**config.mk**
```make
export PLATFORM = sky130hd
export DESIGN_NAME = shift_arbiter
export DESIGN_NICKNAME = d
export VERILOG_FILES = /design/src/rtl/shift_arbiter_pkg.sv /design/src/rtl/shift_arbiter_shift_core.sv /design/src/rtl/shift_arbiter.sv
export SDC_FILE = /design/constraint.sdc
export NUM_CORES = 1
export LEC_CHECK = 0
export ABC_CLOCK_PERIOD_IN_PS = 3400
export BUFFER_PORTS_ARGS = -buffer_cell sky130_fd_sc_hd__buf_2
export CORE_MARGIN = 4
export CORE_UTILIZATION = 25
export CTS_CLUSTER_DIAMETER = 150
export DETAILED_ROUTE_END_ITERATION = 12
export SKIP_LAST_GASP = 1
export SLEW_MARGIN = 20
export SYNTH_ARGS = -nofsm -noshare
export SYNTH_HDL_FRONTEND = slang
export SYNTH_SLANG_ARGS = --single-unit
```
**constraint.sdc**
```tcl
create_clock -name clock -period 3.4 [get_ports clock]
set_clock_uncertainty 0.2 [all_clocks]
set_input_delay 0.34 -clock clock [delete_from_list [all_inputs] [get_ports clock]]
set_output_delay 0.34 -clock clock [all_outputs]
set_load 0.1 [all_outputs]
```
**src/rtl/shift_arbiter_pkg.sv**
```systemverilog
// Shared constants for the shift arbiter: shift op encodings and FSM states.
package shift_arbiter_pkg;

    localparam logic [1:0] SHIFT_SLL = 2'b00;
    localparam logic [1:0] SHIFT_SRL = 2'b01;
    localparam logic [1:0] SHIFT_SRA = 2'b10;

    typedef enum logic [1:0] {
        IDLE = 2'd0,
        EXEC = 2'd1,
        DONE = 2'd2
    } state_t;

endpackage

```
**src/rtl/shift_arbiter_shift_core.sv**
```systemverilog
// shift_core: purely combinational SLL/SRL/SRA barrel shifter.
// Ports:
//   i_op     - shift op (00 SLL, 01 SRL, 10 SRA, 11 treated as SLL)
//   i_data   - operand
//   i_shamt  - shift amount
//   o_result - shifted operand
// A single logarithmic left shifter serves all ops; right shifts are done by
// bit-reversing the operand on the way in and the result on the way out, with
// the low-side fill carrying the sign bit for SRA.
module shift_core
    import shift_arbiter_pkg::*;
#(
    parameter int WIDTH   = 32,
    parameter int SHAMT_W = 5
) (
    input  logic [1:0]         i_op,
    input  logic [WIDTH-1:0]   i_data,
    input  logic [SHAMT_W-1:0] i_shamt,
    output logic [WIDTH-1:0]   o_result
);

    logic               w_right;
    logic               w_fill;
    logic [WIDTH-1:0]   w_data_rev;
    logic [WIDTH-1:0]   w_shift_in;
    logic [WIDTH-1:0]   w_shift_out;
    logic [WIDTH-1:0]   w_out_rev;
    logic [WIDTH-1:0]   w_stage [0:SHAMT_W];

    assign w_right = (i_op == SHIFT_SRL) || (i_op == SHIFT_SRA);
    assign w_fill  = (i_op == SHIFT_SRA) && i_data[WIDTH-1];

    for (genvar g = 0; g < WIDTH; g++) begin : g_rev
        assign w_data_rev[g] = i_data[WIDTH-1-g];
        assign w_out_rev[g]  = w_shift_out[WIDTH-1-g];
    end

    assign w_shift_in       = w_right ? w_data_rev : i_data;
    assign w_stage[SHAMT_W] = w_shift_in;

    // Largest stage first: 16, 8, 4, 2, 1 for a 32-bit datapath.
    for (genvar k = SHAMT_W - 1; k >= 0; k--) begin : g_stage
        localparam int S = 1 << k;
        assign w_stage[k] = i_shamt[k]
            ? {w_stage[k+1][WIDTH-1-S:0], {S{w_fill}}}
            : w_stage[k+1];
    end

    assign w_shift_out = w_stage[0];
    assign o_result    = w_right ? w_out_rev : w_shift_out;

endmodule

```
**src/rtl/shift_arbiter.sv**
```systemverilog
// shift_arbiter: round-robin sharing of one barrel shifter between port 0
// (execute stage) and port 1 (mul/div unit).
// Ports:
//   clock, reset            - clock (rising edge), async active-high reset
//   reqN_valid/ready        - request handshake (ready is combinational)
//   reqN_op/data/shamt      - request operands
//   resN_valid/ready        - result handshake for the owning port
//   res_data                - shared result bus, zero while idle
//   flush0                  - cancels any port 0 operation, highest priority
//   busy                    - high while in EXEC or DONE
//
// state | meaning
// IDLE  | no operation held; arbitrate incoming requests
// EXEC  | operands latched; shift result registered at the next edge
// DONE  | result presented to owner; may re-arbitrate on consume
module shift_arbiter
    import shift_arbiter_pkg::*;
#(
    parameter int WIDTH   = 32,
    parameter int SHAMT_W = 5
) (
    input  logic               clock,
    input  logic               reset,
    input  logic               req0_valid,
    output logic               req0_ready,
    input  logic [1:0]         req0_op,
    input  logic [WIDTH-1:0]   req0_data,
    input  logic [SHAMT_W-1:0] req0_shamt,
    input  logic               req1_valid,
    output logic               req1_ready,
    input  logic [1:0]         req1_op,
    input  logic [WIDTH-1:0]   req1_data,
    input  logic [SHAMT_W-1:0] req1_shamt,
    output logic               res0_valid,
    input  logic               res0_ready,
    output logic               res1_valid,
    input  logic               res1_ready,
    output logic [WIDTH-1:0]   res_data,
    input  logic               flush0,
    output logic               busy
);

    state_t             r_state;
    logic               r_owner;
    logic               r_last_grant;
    logic [1:0]         r_op;
    logic [WIDTH-1:0]   r_data;
    logic [SHAMT_W-1:0] r_shamt;
    logic [WIDTH-1:0]   r_res_data;
    logic               r_res0_valid;
    logic               r_res1_valid;
    logic               r_busy;

    logic               w_req0_eff;
    logic               w_flush_own;
    logic               w_consume;
    logic               w_can_arb;
    logic               w_grant0;
    logic               w_grant1;
    logic               w_grant_any;
    logic [1:0]         w_sel_op;
    logic [WIDTH-1:0]   w_sel_data;
    logic [SHAMT_W-1:0] w_sel_shamt;
    logic [WIDTH-1:0]   w_shift_res;

    shift_core #(
        .WIDTH   (WIDTH),
        .SHAMT_W (SHAMT_W)
    ) u_shift_core (
        .i_op     (r_op),
        .i_data   (r_data),
        .i_shamt  (r_shamt),
        .o_result (w_shift_res)
    );

    // A flushed port 0 never competes for the grant.
    assign w_req0_eff  = req0_valid && !flush0;
    // Flush of an in-flight port 0 op outranks completion and re-arbitration.
    assign w_flush_own = flush0 && !r_owner && (r_state != IDLE);
    assign w_consume   = (r_state == DONE) && !w_flush_own &&
                         (r_owner ? res1_ready : res0_ready);
    assign w_can_arb   = (r_state == IDLE) || w_consume;

    // On a tie the port that did not win last time is served.
    assign w_grant0    = w_can_arb && w_req0_eff && (!req1_valid || r_last_grant);
    assign w_grant1    = w_can_arb && req1_valid && (!w_req0_eff || !r_last_grant);
    assign w_grant_any = w_grant0 || w_grant1;

    assign w_sel_op    = w_grant1 ? req1_op    : req0_op;
    assign w_sel_data  = w_grant1 ? req1_data  : req0_data;
    assign w_sel_shamt = w_grant1 ? req1_shamt : req0_shamt;

    assign req0_ready = w_grant0;
    assign req1_ready = w_grant1;
    assign res0_valid = r_res0_valid;
    assign res1_valid = r_res1_valid;
    assign res_data   = r_res_data;
    assign busy       = r_busy;

    always_ff @(posedge clock or posedge reset) begin
        if (reset) begin
            r_state      <= IDLE;
            r_owner      <= 1'b0;
            r_last_grant <= 1'b1;
            r_op         <= SHIFT_SLL;
            r_data       <= '0;
            r_shamt      <= '0;
            r_res_data   <= '0;
            r_res0_valid <= 1'b0;
            r_res1_valid <= 1'b0;
            r_busy       <= 1'b0;
        end else begin
            case (r_state)
                IDLE: begin
                    if (w_grant_any) begin
                        r_op         <= w_sel_op;
                        r_data       <= w_sel_data;
                        r_shamt      <= w_sel_shamt;
                        r_owner      <= w_grant1;
                        r_last_grant <= w_grant1;
                        r_state      <= EXEC;
                        r_busy       <= 1'b1;
                    end
                end
                EXEC: begin
                    if (w_flush_own) begin
                        r_state    <= IDLE;
                        r_busy     <= 1'b0;
                        r_res_data <= '0;
                    end else begin
                        r_res_data   <= w_shift_res;
                        r_res0_valid <= !r_owner;
                        r_res1_valid <= r_owner;
                        r_state      <= DONE;
                    end
                end
                DONE: begin
                    if (w_flush_own) begin
                        r_state      <= IDLE;
                        r_busy       <= 1'b0;
                        r_res_data   <= '0;
                        r_res0_valid <= 1'b0;
                        r_res1_valid <= 1'b0;
                    end else if (w_consume) begin
                        r_res0_valid <= 1'b0;
                        r_res1_valid <= 1'b0;
                        if (w_grant_any) begin
                            r_op         <= w_sel_op;
                            r_data       <= w_sel_data;
                            r_shamt      <= w_sel_shamt;
                            r_owner      <= w_grant1;
                            r_last_grant <= w_grant1;
                            r_state      <= EXEC;
                        end else begin
                            r_state    <= IDLE;
                            r_busy     <= 1'b0;
                            r_res_data <= '0;
                        end
                    end
                end
                default: begin
                    r_state      <= IDLE;
                    r_busy       <= 1'b0;
                    r_res_data   <= '0;
                    r_res0_valid <= 1'b0;
                    r_res1_valid <= 1'b0;
                end
            endcase
        end
    end

endmodule

```
# Yosys cells after proc, flatten, opt, wreduce, memory -nomap -nowiden
# Cells that the tools add are included.
# op_classes
n_reduce_logical,29
n_bitwise,1
n_eq_ne,11
n_mux,54
# op_table
op,n
32-bit two-way mux,15
32-bit one-hot mux with 3 select lines,1
32-bit one-hot mux with 2 select lines,1
5-bit two-way mux,4
1-bit two-way mux,17
2-bit two-way mux,8
1-bit logical AND,10
2-bit inequality test (second input constant),5
5-bit one-hot mux with 2 select lines,1
1-bit one-hot mux with 3 select lines,3
3-bit AND reduction,3
1-bit zero test,6
3-bit inequality test (second input constant),2
2-bit one-hot mux with 3 select lines,1
1-bit logical OR,5
2-bit by 1-bit equality test with 1-bit output (second input constant),2
2-bit equality test (second input constant),2
1-bit one-hot mux with 2 select lines,2
2-bit one-hot mux with 2 select lines,1
4-bit AND reduction,1
2-bit nonzero test,2
2-bit zero test,1
2-bit AND reduction,1
1-bit NOT,1
# word_totals
register_bits,78
output_inout_bits,37
wordCells,105
in_bits,85

# Logic depth before layout (Yosys ltp)
# logic_depth
word_depth,14
ltp_mapped,11

# Hierarchy
# A second synthesis with hierarchy kept.
# unflattened
cells_unflattened,763
hier_area_um2,7155.6
# modules_own_cells
module,area_per_inst_um2,instances,cells_each
shift_arbiter,3742.3,1,320
shift_core,3413.3,1,443

# Least setup slack after synthesis
# Ideal clock, no wire load.
# synth_path
kind,register to register
from,reg r_op[1]
to,"reg r_res_data[16], in the netlist res_data[16]"
synth_period_minus_slack_ns,2.782
stages_incl_launch_ff,9
required_time_ns,3.069
slack_ns,0.618
arrival_time_ns,2.451
cell_sequence,dfrtp_1 -> ha_1 -> buf_6 -> mux4_2 -> mux2_2 -> or3_1 -> and3_1 -> o41ai_2 -> a21oi_1
# synth_via
elab_chain_len,11
# synth_rtl
element,line_no,text
from (decl),shift_arbiter.sv:46,logic [1:0] r_op;
from (signal assigned),shift_arbiter.sv:116,r_op <= w_sel_op;
from (signal assigned),shift_arbiter.sv:148,r_op <= w_sel_op;
2-bit by 1-bit equality test with 1-bit output / 2-bit equality test (equally long branches),"shift_arbiter_shift_core.sv:30, shift_arbiter_shift_core.sv:31",
1-bit logical OR,shift_arbiter_shift_core.sv:30,assign w_right = (i_op == SHIFT_SRL) || (i_op == SHIFT_SRA);
32-bit two-way mux,shift_arbiter_shift_core.sv:38,assign w_shift_in = w_right ? w_data_rev : i_data;
32-bit two-way mux (5 in a row),shift_arbiter_shift_core.sv:45,"? {w_stage[k+1][WIDTH-1-S:0], {S{w_fill}}}"
32-bit two-way mux (*),shift_arbiter_shift_core.sv:50,assign o_result = w_right ? w_out_rev : w_shift_out;
32-bit two-way mux (*),shift_arbiter.sv:126,if (w_flush_own) begin
32-bit one-hot mux with 3 select lines (*),shift_arbiter.sv:113,case (r_state)
to (signal assigned),shift_arbiter.sv:131,r_res_data <= w_shift_res;
to (decl),shift_arbiter.sv:49,logic [WIDTH-1:0] r_res_data;
# Mark *: on every way between the ends. The rest lies on a longest branch, timed or not.
# A chain may end at the register's enable or synchronous reset.

# Worst setup path after layout
# layout_path
from,reg r_op[1]
to,"reg r_res_data[19], in the netlist res_data[19]"
# The elaborated chain is that of the path after synthesis.

==> summary.md <==
| Metric | Value |
|---|---|
| Outcome | `complete, no violations` |
| Register area | `0.00196 mm^2` |
| Largest net degree at the start of global routing | `83` |
| Post-route DRC | `0` |
| WL/cell | `a little under 20 um` |
| Ports | `122` |
| Port Buffer Count | `121` |
| R2R setup slack | `between 0.15 and 0.2 ns` |
| Ys flop type | `dfrtp_1` |
| Clk pin slew, worst setup/hold paths | `0.06 ns` |
| Syn_area_per_cell | `9.49 um^2` |
| CP max stage cell | `o311ai_0` |
| RSZ-0062 raised after global routing | `no` |
| Post-synth EDFFs | `0` |
| Multi-input gate area | `0.00437 mm^2` |
| Worst skew pair latency | `0.35 ns` |
| Number of fill cells in the layout | `2,776` |
| HP Class | `in2reg` |
| Syn_nets | `791` |
| Synth cell types | `61` |
| Initial cell density of the core | `25.5%` |
| Final hold violation count | `0` |
| Most frequent cells in the layout | `121 x buf_2, 99 x nand2_1, 76 x mux2i_1, 75 x dfrtp_1, 72 x o21ai_0` |
| Grt ovf | `0` |
| Setup Fix Bufs, Post-CTS | `0` |
| Core area | `0.0262 mm^2` |
| DRT iter0 DRCs | `692` |
| CP startpoint kind | `register` |
| Initial antenna violation count | `1` |
| CTS tree | `built` |
| Tmin final | `3.22 ns` |
| Sequential cell area fraction in the yosys report | `29.2%` |
| Layout cells sized above 1 | `32.1%` |
| Post-route ant nets | `0` |
| YS warnings | `0` |
| Post-detail-place hpwl | `17.2 mm` |
| Clk buf depth | `2` |
| Vias in the first global route | `5,997` |
| Total number of vias | `about 6,200` |
| CP arrival | `between 3 and 4 ns` |
| Synthesized instance count | `705` |
| Vias/cell | `5.45` |
| Post-synth design cell area | `~0.0067 mm^2` |
| Cts bufs inserted | `9` |
| Critical path class | `reg2reg` |
| Clock Sinks | `78` |
| Site Rows | `59` |
| First-pass GRT wire length | `35.4 mm` |
| CTS H-tree depth | `3` |
| Die Area | `0.0294 mm^2` |
| Routability-driven placement congestion ratio | `0.952` |
| Worst Max-Slew Pin Slew | `0.810 ns` |
| Layout area overhead | `19.8%` |
| WP data required | `between 3 and 4 ns` |
| Most common cell after layout, fill and taps aside | `buf_2` |
| Antenna Cells | `0` |
| Crit-path max FO | `22` |
| Max Cap Viol | `0` |
| Slowest stage delay, CP | `about 0.63 ns` |
| Drt total wl | `22.7 mm` |
| Die width | `172 um` |
| Fin. max-slew vios | `0` |
| Root buffer cell | `clkbuf_16` |
| Slew headroom | `between 40 and 50%` |
| First drt pass iteration count | `5` |
| GRT Total Usage | `15.4%` |
| Ys async rst share | `100%` |
| Setup tns final | `0 ns` |
| Final worst-path cycle share | `94.8%` |
| Worst Setup End Kind | `register` |
| CP cell instances | `ha_4, mux2_2, o211ai_1, o221ai_1, o311ai_0, buf_4, mux2_2, o221ai_1` |
| Final net count | `slightly below 900` |
| Die Ht | `172 um` |
| #FFs+latches synth | `a little under 80` |
| Final setup vio count | `0` |
| Fmax | `0.310 GHz` |
synth_stat cells (4+ instances only):
master     number  area (um^2)
nand2_1        99          372
mux2_2         18          203
nor2b_1         6         37.5
nand3_1        11         55.1
o221ai_1       24          210
a21oi_1        16         80.1
o211ai_1       14          105
mux4_2         46         1040
inv_1           8         30.0
nor2_1         27          101
buf_4           4         30.0
o21ai_0        73          365
nand2b_1        6         37.5
o21a_1          4         30.0
o22a_1          4         35.0
buf_2          25          125
or3_1           9         56.3
or2_2           6         37.5
mux2i_1        76          761
a21o_1          6         45.0
a211oi_1        9         67.6
and2_1          7         43.8
a2bb2oi_1       5         43.8
and3_1          5         31.3
o31ai_1         4         30.0
dfrtp_1        77         1930
o22ai_1        12         75.1
clkbuf_1       37          139
nor3_1          8         40.0
what timing repair did:
item,CTS,global route
setup endpoints to repair,0,11
endpoints found under the hold margin,38,0
hold buffers,1,0
gates resized for setup,0,2
final timing paths:
check / from / endpoint / cells past startpoint
max: r_op[1] / res_data[19] / 8
min: req0_data[7] / r_data[7] / 3
max reg2reg: r_op[1] / res_data[19] / 8
min reg2reg: res_data[30] / res_data[30] / 2
max in group asynchronous: reset / r_shamt[4] / 4
min in group asynchronous: reset / res_data[17] / 3
layer usage:
metal	vias up	share of wire, %	global-route usage [%]
met5	-	0.031	0
met1	2981	44	21.8
li1	2912	-	-
met4	2	2.5	4.82
met2	314	44	23.4
met3	40	8.9	3.52
worst max-delay path, delay by kind of cell (launching register included):
kind	cells	cell delay (ns)
compound gates	4	1.20
mux	2	0.56
fa+ha+maj	1	0.48
flops	1	0.41
buf+inv	1	0.22
registers in the layout (all words and copies together) (netlist names):
name          flops
busy              1
r_data           32
r_last_grant      1
r_op              2
r_owner           1
r_shamt           5
r_state           2
res0_valid        1
res1_valid        1
res_data         32
cells by family after synthesis:
logic type | count (synthesis) | synth area share [%]
AO/OA/AOI/OAI | 214 | 22.0
AND/OR/NAND/NOR | 191 | 12.9
multiplexers | 140 | 29.9
buffers and inverters | 81 | 5.82
flip-flops | 78 | 29.2
adder cells (fa/ha/maj) | 1 | 0.187
area by class of cell:
class	instances	share of cell area, %
Timing Repair Buffer	161	11.8
Tap cell	335	5.23
Multi-Input combinational cell	546	54.6
Clock buffer	13	3.25
Sequential cell	78	24.4
Inverter	11	0.531
Clock inverter	3	0.250
metrics by stage:
step                setup WS [ns]  cell area (um^2)  instances  hold slack (ns)  util [%]
global route               0.0549              8020       1147           0.0794      30.6
floorplan                   0.618              6690        705            0.250         -
CTS                        0.0112              8010       1147           0.0744      30.6
finish                      0.178              8020       1147           0.0760      30.6
detailed placement         0.0294              7720       1130            0.267      29.4
global placement           0.0527              7720       1130            0.267      29.4
Power is not shown: default switching activity piles up to over one toggle a cycle in this logic, so the estimate is an artifact.
